==> config.mk <==
export PLATFORM = sky130hd
export DESIGN_NAME = cp0_unit
export DESIGN_NICKNAME = d
export VERILOG_FILES = /design/src/rtl/cp0_pkg.sv /design/src/rtl/cp0_req_gen.sv /design/src/rtl/cp0_unit.sv
export SDC_FILE = /design/constraint.sdc
export NUM_CORES = 1
export LEC_CHECK = 0
export CAP_MARGIN = 5
export CORE_MARGIN = 2
export CORE_UTILIZATION = 44
export DETAILED_ROUTE_END_ITERATION = 6
export PLACE_DENSITY = 0.95
export SYNTH_ARGS = -nofsm -noshare
export SYNTH_HDL_FRONTEND = slang
export SYNTH_SLANG_ARGS = --single-unit
export TNS_END_PERCENT = 1
==> constraint.sdc <==
create_clock -name clk -period 3.96 [get_ports clk]
set_clock_uncertainty 0.1 [all_clocks]
set_input_delay 0.594 -clock clk [delete_from_list [all_inputs] [get_ports clk]]
set_output_delay 0.594 -clock clk [all_outputs]
set_load 0.05 [all_outputs]
==> src/rtl/cp0_pkg.sv <==
`default_nettype none
// ============================================================================
// Module   : cp0_pkg
// Contents : Shared definitions for the Coprocessor-0 block. These are the
//            register numbers, exception codes, the handler vector, the field
//            positions of SR and Cause, and the helpers that pack them into
//            32-bit words.
// Revision : 1.0 - initial release
// ============================================================================
package cp0_pkg;

  // CP0 register numbers seen by mfc0/mtc0
  localparam logic [4:0] CP0_SR    = 5'd12;
  localparam logic [4:0] CP0_CAUSE = 5'd13;
  localparam logic [4:0] CP0_EPC   = 5'd14;
  localparam logic [4:0] CP0_PRID  = 5'd15;

  // Exception codes carried down the pipe (0 doubles as "no exception")
  typedef enum logic [4:0] {
    EXC_INT     = 5'd0,
    EXC_ADEL    = 5'd4,
    EXC_ADES    = 5'd5,
    EXC_SYSCALL = 5'd8,
    EXC_RI      = 5'd10,
    EXC_OV      = 5'd12
  } exc_code_e;

  // Exception vector; the next-PC logic uses the same constant
  localparam logic [31:0] EXC_HANDLER_ADDR = 32'h0000_4180;

  // SR bit positions
  localparam int SR_IE_BIT  = 0;
  localparam int SR_EXL_BIT = 1;
  localparam int SR_IM_LSB  = 10;
  localparam int SR_IM_MSB  = 15;

  // Cause bit positions
  localparam int CAUSE_EXC_LSB = 2;
  localparam int CAUSE_EXC_MSB = 6;
  localparam int CAUSE_IP_LSB  = 10;
  localparam int CAUSE_IP_MSB  = 15;
  localparam int CAUSE_BD_BIT  = 31;

  // Only the implemented fields are stored; every other bit reads as zero
  typedef struct packed {
    logic [5:0] im;
    logic       exl;
    logic       ie;
  } sr_t;

  typedef struct packed {
    logic       bd;
    logic [5:0] ip;
    logic [4:0] exc_code;
  } cause_t;

  function automatic logic [31:0] pack_sr(input sr_t s);
    logic [31:0] w;
    w = '0;
    w[SR_IM_MSB:SR_IM_LSB] = s.im;
    w[SR_EXL_BIT]          = s.exl;
    w[SR_IE_BIT]           = s.ie;
    return w;
  endfunction

  function automatic logic [31:0] pack_cause(input cause_t c);
    logic [31:0] w;
    w = '0;
    w[CAUSE_BD_BIT]                = c.bd;
    w[CAUSE_IP_MSB:CAUSE_IP_LSB]   = c.ip;
    w[CAUSE_EXC_MSB:CAUSE_EXC_LSB] = c.exc_code;
    return w;
  endfunction

endpackage
`default_nettype wire

==> src/rtl/cp0_req_gen.sv <==
`default_nettype none
// ============================================================================
// Module   : cp0_req_gen
// Contents : Combinational exception/interrupt request logic. It decides
//            whether the M-stage instruction is diverted to the handler and
//            which ExcCode gets recorded.
// Revision : 1.0 - initial release
// ============================================================================
module cp0_req_gen
  import cp0_pkg::*;
(
  input  logic [5:0] hw_int,
  input  logic [5:0] sr_im,
  input  logic       sr_ie,
  input  logic       sr_exl,
  input  logic [4:0] exc_in,
  output logic       req,
  output logic [4:0] next_exc_code
);

  logic w_int_req;
  logic w_exc_req;

  // EXL masks both sources; an interrupt wins over a synchronous exception
  always_comb begin
    w_int_req     = (|(hw_int & sr_im)) & sr_ie & ~sr_exl;
    w_exc_req     = (exc_in != 5'd0) & ~sr_exl;
    req           = w_int_req | w_exc_req;
    next_exc_code = w_int_req ? EXC_INT : exc_in;
  end

endmodule
`default_nettype wire

==> src/rtl/cp0_unit.sv <==
`default_nettype none
// ============================================================================
// Module   : cp0_unit
// Contents : Coprocessor-0 for the P7 pipeline, located at the M stage.
//            It holds SR, Cause, EPC and PRId. It raises req to divert fetch
//            to the handler and exports EPC for eret.
// Revision : 1.0 - initial release
// ============================================================================
module cp0_unit
  import cp0_pkg::*;
#(
  parameter logic [31:0] PRID_VALUE   = 32'h4255_4141,
  parameter logic [31:0] HANDLER_ADDR = EXC_HANDLER_ADDR
) (
  input  logic        clk,
  input  logic        reset_n,
  input  logic [4:0]  a_rd,
  input  logic [4:0]  a_wr,
  input  logic [31:0] din,
  input  logic        we,
  input  logic [31:0] vpc,
  input  logic        bd_in,
  input  logic [4:0]  exc_in,
  input  logic [5:0]  hw_int,
  input  logic        exl_clr,
  output logic [31:0] dout,
  output logic [31:0] epc_out,
  output logic        req
);

  sr_t         r_sr;
  cause_t      r_cause;
  logic [31:0] r_epc;

  logic        w_req;
  logic [4:0]  w_next_exc_code;
  logic [31:0] w_vpc_aligned;
  logic [31:0] w_epc_exc;

  cp0_req_gen u_req_gen (
    .hw_int        (hw_int),
    .sr_im         (r_sr.im),
    .sr_ie         (r_sr.ie),
    .sr_exl        (r_sr.exl),
    .exc_in        (exc_in),
    .req           (w_req),
    .next_exc_code (w_next_exc_code)
  );

  assign req     = w_req;
  assign epc_out = r_epc;

  // A delay-slot fault restarts at the branch, one word before the slot
  always_comb begin
    w_vpc_aligned = vpc & 32'hFFFF_FFFC;
    w_epc_exc     = bd_in ? (w_vpc_aligned - 32'd4) : w_vpc_aligned;
  end

  // CP0 state update. IP samples the lines every cycle. A request masks the
  // faulting instruction's mtc0/eret. eret clears EXL after any SR write.
  always_ff @(posedge clk) begin
    if (!reset_n) begin
      r_sr    <= '0;
      r_cause <= '0;
      r_epc   <= '0;
    end else begin
      r_cause.ip <= hw_int;
      if (w_req) begin
        r_sr.exl         <= 1'b1;
        r_cause.exc_code <= w_next_exc_code;
        r_cause.bd       <= bd_in;
        r_epc            <= w_epc_exc;
      end else begin
        if (we && (a_wr == CP0_SR)) begin
          r_sr.im  <= din[SR_IM_MSB:SR_IM_LSB];
          r_sr.exl <= din[SR_EXL_BIT];
          r_sr.ie  <= din[SR_IE_BIT];
        end
        if (we && (a_wr == CP0_EPC)) begin
          r_epc <= {din[31:2], 2'b00};
        end
        if (exl_clr) begin
          r_sr.exl <= 1'b0;
        end
      end
    end
  end

  // mfc0 read port. It returns the pre-edge register contents.
  always_comb begin
    dout = '0;
    case (a_rd)
      CP0_SR:    dout = pack_sr(r_sr);
      CP0_CAUSE: dout = pack_cause(r_cause);
      CP0_EPC:   dout = r_epc;
      CP0_PRID:  dout = PRID_VALUE;
      default:   dout = '0;
    endcase
  end

endmodule
`default_nettype wire

==> results of run 1 <==
[cell usage after synthesis, types with 2 or more instances]
master / n / area share, %
buf_1: 5 / 0.59
xor2_1: 4 / 1.1
nand4_1: 3 / 0.59
a21boi_0: 2 / 0.47
nand2_1: 60 / 7.1
nor4b_4: 2 / 1.5
and2_1: 19 / 3.7
dfxtp_1: 50 / 31
a22oi_1: 10 / 2.4
buf_2: 2 / 0.31
nand3b_1: 4 / 0.94
clkbuf_1: 17 / 2.0
xnor2_1: 21 / 5.8
nand4b_1: 2 / 0.55
nor2_1: 39 / 4.6
and3_1: 6 / 1.2
nor3_1: 5 / 0.78
nand3_1: 8 / 1.3
o31ai_1: 3 / 0.71
nand2b_1: 2 / 0.39
nor2b_1: 11 / 2.2
o31a_1: 2 / 0.55
mux2i_1: 43 / 13
or4_1: 3 / 0.71
buf_4: 2 / 0.47
inv_1: 3 / 0.35
o21ai_0: 4 / 0.63
a22o_1: 3 / 0.82
nor4_1: 5 / 0.98
o211a_1: 23 / 7.2
a21oi_1: 7 / 1.1
[cell families after synthesis]
logic type | share of synthesized area, %
other | 0.117
adder cells (fa/ha/maj) | 0.392
AND/OR/NAND/NOR | 29.1
buffers and inverters | 3.84
flip-flops | 31.4
XOR/XNOR | 6.86
AO/OA/AOI/OAI | 14.9
multiplexers | 13.5
[registers in the layout, summed over array words and instances, names as in the netlist]
signal	cells
epc_out	30
r_cause	12
r_sr	8
[area by class of cell]
| type | instances | share of cell area, % |
|---|---|---|
| multi-input cells | 308 | 41.0 |
| repair buffers | 155 | 34.3 |
| flip-flops and latches | 50 | 19.8 |
| well taps | 99 | 2.44 |
| clock buffers | 6 | 1.43 |
| clock inverters | 2 | 0.741 |
| inverters | 4 | 0.296 |
[power groups by stage]
| stage | Sequential [µW] | Clock (µW) | Combinational, µW |
|---|---|---|---|
| after detailed placement | 580 | 0 | 466 |
| after global routing | 573 | 390 | 496 |
| final | 569 | 359 | 467 |
| after floorplan | 674 | 0 | 162 |
| after global placement | 578 | 0 | 454 |
| after CTS | 569 | 365 | 467 |
[per-stage QoR]
step	util, %	instance area [µm²]	setup WS, ps
after floorplan	-	3200	1090
after global placement	69.5	4960	636
after detailed placement	69.5	4960	596
after CTS	71.0	5070	587
after global routing	71.0	5070	434
final	71.0	5070	576
[critical path, stage by stage]
cell and delay, ps:
clkdlybuf4s50_1 390, nand3b_1 190, inv_1 90, nand2_1 300, nor2_1 690, and2_1 290, buf_12 150
[layer usage]
| metal | wire length (µm) | share of wire (%) | vias up |
|---|---|---|---|
| met5 | 0 | 0 | - |
| met4 | 228 | 2.2 | 0 |
| met3 | 689 | 6.7 | 18 |
| met2 | 5270 | 51 | 131 |
| met1 | 4120 | 40 | 1558 |
| li1 | - | - | 1625 |
[final timing paths]
path                                              to  slack, ps  cells after the start
worst max register to register  r_sr[1]$_SDFFE_PN0P_       1800                      6
worst min-delay path            r_sr[6]$_SDFFE_PN0P_        370                      2
worst max-delay path                        dout[26]        580                      7
worst min register to register  r_sr[6]$_SDFFE_PN0P_        370                      2
==> impl_metrics.tcl, run 1 <==
set metrics [dict create \
    hold_class "reg -> reg" \
    synth_edf_count 0 \
    powerDensity_nw_per_um2 275 \
    r2r_start "r_sr[2]$_SDFFE_PN0P_" \
    met2_usage_pct 44.2 \
    syn_inst 387 \
    viasPerCell 5.34 \
    core.rowCount 31 \
    grt_max_degree 62 \
    synth_flop_cell "dfxtp_1" \
    place_congestion 0.854 \
    fp.dieArea_um2 7950 \
    cts_setup_buffers 0 \
    max_freq_ghz 0.296 \
    use_met1_pct 31.1 \
    core_area_um2 7140 \
    cts.clk_slew.worst_paths_ps 90 \
    maxCapViolCount 0 \
    finalHoldViolations 0 \
    clk_latency_ps 300 \
    peakVddDrop_uv 169 \
    cts_root_buffer "clkbuf_8" \
    cts_buffer_depth 2 \
    rsz0062_at_grt "false" \
    setup-violations-final 0 \
    comb_power_share_pct 33.5 \
    worst_slew_pin_slew_ps 943 \
    wire_per_inst_um 16.5 \
    portBuffers 150 \
    synth-seq-cells 50 \
    finalCritPeriodShare_pct 85.4 \
    final_common_cell "clkdlybuf4s50_1" \
    initial_utilization_pct 44.7 \
    seqPwrFrac_pct 40.8 \
    required_ps 3270 \
    regArea_um2 1000 \
    crit_path_max_fanout 11 \
    cts_buffers 5 \
    syn_to_final_growth_pct 58.8 \
    cp.arrival_ps 2690 \
    vias 3332 \
    antenna_found_initial 0 \
    internal_power_uw 936 \
    cts_resized 0 \
    netlist_area_um2 3190 \
    n_antenna_cell 0 \
    grt_usage_pct 25.0 \
    critPathLaunch "a_rd[4]" \
    drive_above_1_share_pct 9.14 \
    hold_slack_ps 375 \
    total_power_uw 1400 \
    grt_overflow_total 0 \
    maxSlewViolCount 0 \
    seq_area_frac_synth_pct 31.4 \
    placedCellCount 616 \
    drc 0 \
    p_sw_uw 459 \
    tns_ps 0 \
    final_antenna_net_count 0 \
    fin_crit_ps 3380 \
    die_w_um 89.2 \
    swShare_pct 32.9 \
    grt_pass1_vias 3177 \
    cts.htree.levels 2 \
    status "finished, final reports clean" \
    fin_cells 624 \
    crit_type "in -> out" \
    top_usage_layer "met2" \
    final_cell_mix "clkdlybuf4s50_1, nand2_1, dfxtp_1, mux2i_1, nor2_1" \
    wl_um 10300 \
    drtIter0Drc 143 \
    ys_async_sr_fraction_pct 0 \
    power.leakage_uw 0.00227 \
    ys_types 48 \
    ios 155 \
    synth_warnings 0 \
    multiInputGateArea_um2 2080 \
    dp_hpwl_um 8010 \
    die_h_um 89.2 \
    crit_path_end_kind "output pin" \
    cts_tree "built" \
    cts_sinks 50 \
    clkPwrFrac_pct 25.7 \
    fillers 548 \
    use_met3_pct 4.06 \
    dr.pass1.iters 4 \
    slew-limit-headroom_pct 37.1 \
    hold_buffers 0 \
    hp-start "r_sr[6]$_SDFFE_PN0P_" \
    cp-start-kind "primary input" \
    finalNetCount 615 \
    grt_pass1_wl_um 15500 \
    synth_area_per_cell_um2 8.25 \
]
Note: power is estimated with default switching activity, not from simulation.
==> run 2, diff against run 1 <==
==> constraint.sdc (replaced) <==
create_clock -name clk -period 3.96 [get_ports clk]
set_clock_uncertainty 0.1 [all_clocks]
set_input_delay 0.99 -clock clk [delete_from_list [all_inputs] [get_ports clk]]
set_output_delay 0.99 -clock clk [all_outputs]
set_load 0.05 [all_outputs]
==> run 2 against run 1 <==
Maximum frequency shrank 6.2%. Register-to-register slack is essentially flat. Critical endpoint is now req. Largest power group unchanged. Die area is the same. Critical path depth shrank 1. Setup slack lost 220 ps. Via count grew 1.7%. Cell area grew 2.7%. First-iteration DRC count grew 17%. Global-route usage grew 1.0 points.
==> impl_metrics.tcl, run 2 (synthesis results as in run 1) <==
set metrics [dict create \
    core.rowCount 31 \
    vias 3387 \
    preCtsSetupSlack_ps 378 \
    drc 0 \
    hold_buffers 0 \
    final_cell_mix "clkdlybuf4s50_1, nand2_1, dfxtp_1, mux2i_1, nor2_1" \
    place_area_um2 5090 \
    final_antenna_net_count 0 \
    setup-violations-final 0 \
    cts_root_buffer "clkbuf_8" \
    die_w_um 89.2 \
    cts_setup_buffers 0 \
    fin_ws_ps 353 \
    hold_class "reg -> reg" \
    core_area_um2 7140 \
    maxCapViolCount 0 \
    grt_overflow_total 0 \
    final_area_um2 5200 \
    hold_slack_ps 373 \
    cts_resized 0 \
    finalNetCount 620 \
    syn_to_final_growth_pct 63.1 \
    slowest_stage "or4_1" \
    tns_ps 0 \
    cp_top_family "buffers and inverters" \
    required_ps 2870 \
    cts_buffers 5 \
    final_common_cell "clkdlybuf4s50_1" \
    finalCritPeriodShare_pct 91.1 \
    antenna_found_initial 0 \
    cts_buffer_depth 2 \
    drive_above_1_share_pct 11.9 \
    worstPathCellList "clkdlybuf4s50_1 > or4_1 > nor2_1 > a21o_2 > inv_2 > buf_4" \
    slew-limit-headroom_pct 36.6 \
    clk_latency_ps 300 \
    fin_crit_ps 3610 \
    initial_utilization_pct 44.7 \
    grt_pass1_wl_um 16100 \
    status "finished, final reports clean" \
    cts.clk_slew.worst_paths_ps 90 \
    portBuffers 150 \
    fp.dieArea_um2 7950 \
    crit_path_end_kind "output pin" \
    cp-start-kind "primary input" \
    power.leakage_uw 0.00234 \
    cts_tree "built" \
    peakVddDrop_uv 170 \
    cts.htree.levels 2 \
    cp.buffers_inverters 3 \
    cts_sinks 50 \
    crit_path_max_fanout 9 \
    cp.arrival_ps 2520 \
    ios 155 \
    wire_per_inst_um 16.7 \
    cpPeakStageDelay_ps 520 \
    grt_usage_pct 26.0 \
    worst_slew_pin_slew_ps 952 \
    max_freq_ghz 0.277 \
    place_congestion 0.865 \
    wl_um 10500 \
    powerDensity_nw_per_um2 271 \
    finalHoldViolations 0 \
    crit_type "in -> out" \
    dr.pass1.iters 4 \
    dp_hpwl_um 8220 \
    rsz0062_at_grt "false" \
    n_antenna_cell 0 \
    fillers 539 \
    viasPerCell 5.38 \
    die_h_um 89.2 \
    drtIter0Drc 168 \
    grt_max_degree 62 \
    grt_pass1_vias 3404 \
    largest_register_ffs 30 \
    maxSlewViolCount 0 \
]
[run 2: cell count changes in the layout (fill, tap and decap cells not counted)]
cell / previous run / this run
buf_12: 21 / 31
buf_4: 7 / 12
clkdlybuf4s50_1: 126 / 116
[run 2: through the flow]
stage                     utilization, %  total power (µW)  std cells
after floorplan                        -               836        388
after global placement              71.4              1040        621
after detailed placement            71.4              1050        621
after CTS                           72.9              1410        629
after global routing                72.9              1470        629
final                               72.9              1410        629
[run 2: worst register-to-register path: stages (launching register included)]
cell,delay (ps)
dfxtp_1,340
a22o_1,210
o31ai_1,340
a21o_2,200
buf_4,500
o21ai_0,180
and2_1,200
[run 2: layout make-up]
cell class / count / area, µm² / share of cell area (%)
Clock inverter: 2 / 37.5 / 0.721
Sequential cell: 50 / 1000 / 19.2
Multi-Input combinational cell: 308 / 2080 / 39.9
Clock buffer: 6 / 72.6 / 1.39
Timing Repair Buffer: 160 / 1880 / 36.1
Tap cell: 99 / 124 / 2.38
Inverter: 4 / 15.0 / 0.288
[run 2: final timing paths]
kind                            start                  endpoint  slack (ps)  cells after the start
max                         exc_in[3]                       req         350                      6
min          r_cause[11]$_SDFFE_PN0N_  r_cause[11]$_SDFFE_PN0N_         370                      2
max reg2reg      r_sr[2]$_SDFFE_PN0P_      r_sr[1]$_SDFFE_PN0P_        1800                      6
min reg2reg  r_cause[11]$_SDFFE_PN0N_  r_cause[11]$_SDFFE_PN0N_         370                      2
[run 2: routing by layer]
layer	track usage (%)	share of wire [%]	wire length, µm	up-vias
li1	-	-	-	1632
met1	31.9	40	4250	1582
met2	45.8	50	5290	152
met3	5.17	6.8	717	21
met4	8.41	2.5	262	0
met5	0	0	0	-
[run 2: power by group]
| group | internal [µW] | switching [µW] |
|---|---|---|
| Sequential | 541 | 28.6 |
| Combinational | 213 | 263 |
| Clock | 189 | 176 |
==> run 3, diff against run 2 <==
--- a/config.mk
+++ b/config.mk
@@ -8,7 +8,9 @@
 export CAP_MARGIN = 5
 export CORE_MARGIN = 2
 export CORE_UTILIZATION = 44
+export CTS_BUF_LIST = sky130_fd_sc_hd__clkbuf_16
 export DETAILED_ROUTE_END_ITERATION = 6
+export GPL_TIMING_DRIVEN = 0
 export PLACE_DENSITY = 0.95
 export SYNTH_ARGS = -nofsm -noshare
 export SYNTH_HDL_FRONTEND = slang
==> run 3 against run 2 <==
Non-clock buffer count up 14. Final cell count grew 2.2%. Cell area decreased by 6.3%. Power up 4.1%. Die area unchanged. Core utilization is 4.6 points lower. Global-route usage up 1.0 points. Critical path depth is 2 higher. Setup slack worse by 300 ps. Sequential share of layout area rose by 1.3 points. Sequential power is essentially flat.
==> impl_metrics.tcl, run 3 (synthesis results as in run 1) <==
set metrics [dict create \
    n_antenna_cell 0 \
    dr.pass1.iters 5 \
    clk_latency_ps 290 \
    dp_hpwl_um 8880 \
    portBuffers 148 \
    crit_path_max_fanout 10 \
    viasPerCell 5.44 \
    finalNetCount 634 \
    reg2reg_depth 7 \
    grt_max_degree 17 \
    r2r-end "r_sr[1]$_SDFFE_PN0P_" \
    core.rowCount 31 \
    required_ps 2870 \
    hold_buffers 0 \
    worstPathCellList "clkdlybuf4s50_1 > nand3b_1 > inv_1 > nand2_2 > nor2_1 > buf_2 > and2_1 > buf_2" \
    largest_register_ffs 30 \
    die_h_um 89.2 \
    fin_crit_ps 3910 \
    place_area_um2 4800 \
    vias 3498 \
    power.leakage_uw 0.00233 \
    syn_to_final_growth_pct 52.8 \
    cp.buffers_inverters 4 \
    cp_top_family "buffers and inverters" \
    hold_slack_ps 375 \
    grt_usage_pct 27.1 \
    grt_overflow_total 0 \
    ios 155 \
    r2r_slack_ps 1670 \
    drive_above_1_share_pct 7.35 \
    hold_class "reg -> reg" \
    peakVddDrop_uv 179 \
    antenna_found_initial 0 \
    fin_cells 643 \
    slowest_stage "clkdlybuf4s50_1" \
    cp-start-kind "primary input" \
    cts_buffer_depth 2 \
    fin_util_pct 68.3 \
    whs_path_depth 2 \
    fp.dieArea_um2 7950 \
    status "finished, final reports clean" \
    placedCellCount 635 \
    initial_utilization_pct 44.7 \
    cpMostUsedCell "buf_2" \
    slew-limit-headroom_pct 45.8 \
    holdPathEnd "r_cause[11]$_SDFFE_PN0N_" \
    cts_setup_buffers 0 \
    wire_per_inst_um 17.2 \
    cts.clk_slew.worst_paths_ps 70 \
    cts_tree "built" \
    total_power_uw 1470 \
    setup-violations-final 0 \
    finalHoldViolations 0 \
    maxSlewViolCount 0 \
    drtIter0Drc 212 \
    hp-start "r_cause[11]$_SDFFE_PN0N_" \
    max_freq_ghz 0.256 \
    r2r_start "r_sr[2]$_SDFFE_PN0P_" \
    place_congestion 0.932 \
    crit_type "in -> out" \
    final_area_um2 4880 \
    cpPeakStageDelay_ps 400 \
    worst_slew_pin_slew_ps 814 \
    cts.htree.levels 2 \
    die_w_um 89.2 \
    drc 0 \
    cts_sinks 50 \
    wl_um 11100 \
    finalCritPeriodShare_pct 98.7 \
    final_cell_mix "clkdlybuf4s50_1, nand2_1, dfxtp_1, mux2i_1, nor2_1" \
    rsz0062_at_grt "true" \
    grt_pass1_wl_um 16800 \
    powerDensity_nw_per_um2 301 \
    cp.arrival_ps 2820 \
    crit_path_end_kind "output pin" \
    cts_root_buffer "clkbuf_16" \
    maxCapViolCount 0 \
    core_area_um2 7140 \
    final_common_cell "clkdlybuf4s50_1" \
    grt_pass1_vias 3455 \
    final_antenna_net_count 0 \
    cts_buffers 5 \
]
[run 3: routing by layer]
metal,vias up,global-route usage [%],part of all wire [%]
met1,1644,33.8,40
met3,23,4.25,7.7
li1,1667,-,-
met4,0,7.19,2.0
met2,164,48.3,50
met5,-,0,0
[run 3: how the worst max path moves through the flow]
stage	slack (ps)	depth (start not counted)	endpoint	startpoint
2_1_floorplan	300	3	dout[14]	a_rd[1]
3_3_place_gp	-680	8	dout[19]	a_rd[4]
3_5_place_dp	-810	8	dout[21]	a_rd[4]
4_1_cts	-90	7	req	exc_in[2]
5_1_grt	-80	8	dout[17]	a_rd[4]
6_report	50	8	dout[27]	a_rd[4]
[run 3: layout make-up]
class,count,area (µm²)
buffer,26,113
multi-input combinational,308,2070
inverter,4,15.0
fill,560,2260
tap,99,124
clock inverter,3,20.0
clock buffer,5,125
timing repair buffer,148,1410
sequential,50,1000
[run 3: tightest hold or removal path, delay by kind of cell, from the launching register on]
kind | cells | cell delay (ps)
simple gates | 1 | 50
compound gates | 1 | 70
flops | 1 | 320
[run 3: where the power goes]
| part | internal (µW) | leakage [µW] | switching [µW] |
|---|---|---|---|
| Sequential | 541 | 0.000414 | 30.0 |
| Clock | 234 | 0.0000679 | 194 |
| Combinational | 201 | 0.00185 | 267 |
[run 3: what timing repair did]
| action | CTS | global route |
|---|---|---|
| resized for setup | 79 | 13 |
| pin swaps | 0 | 0 |
| setup endpoints to repair | 33 | 23 |
| cloned | 0 | 0 |
[run 3: stage by stage]
step	setup WS (ps)	TNS, ps
after floorplan	297	0
after global placement	-680	-11600
after detailed placement	-806	-13760
after CTS	-90.2	-105
after global routing	-75.4	-706
final	52.0	0
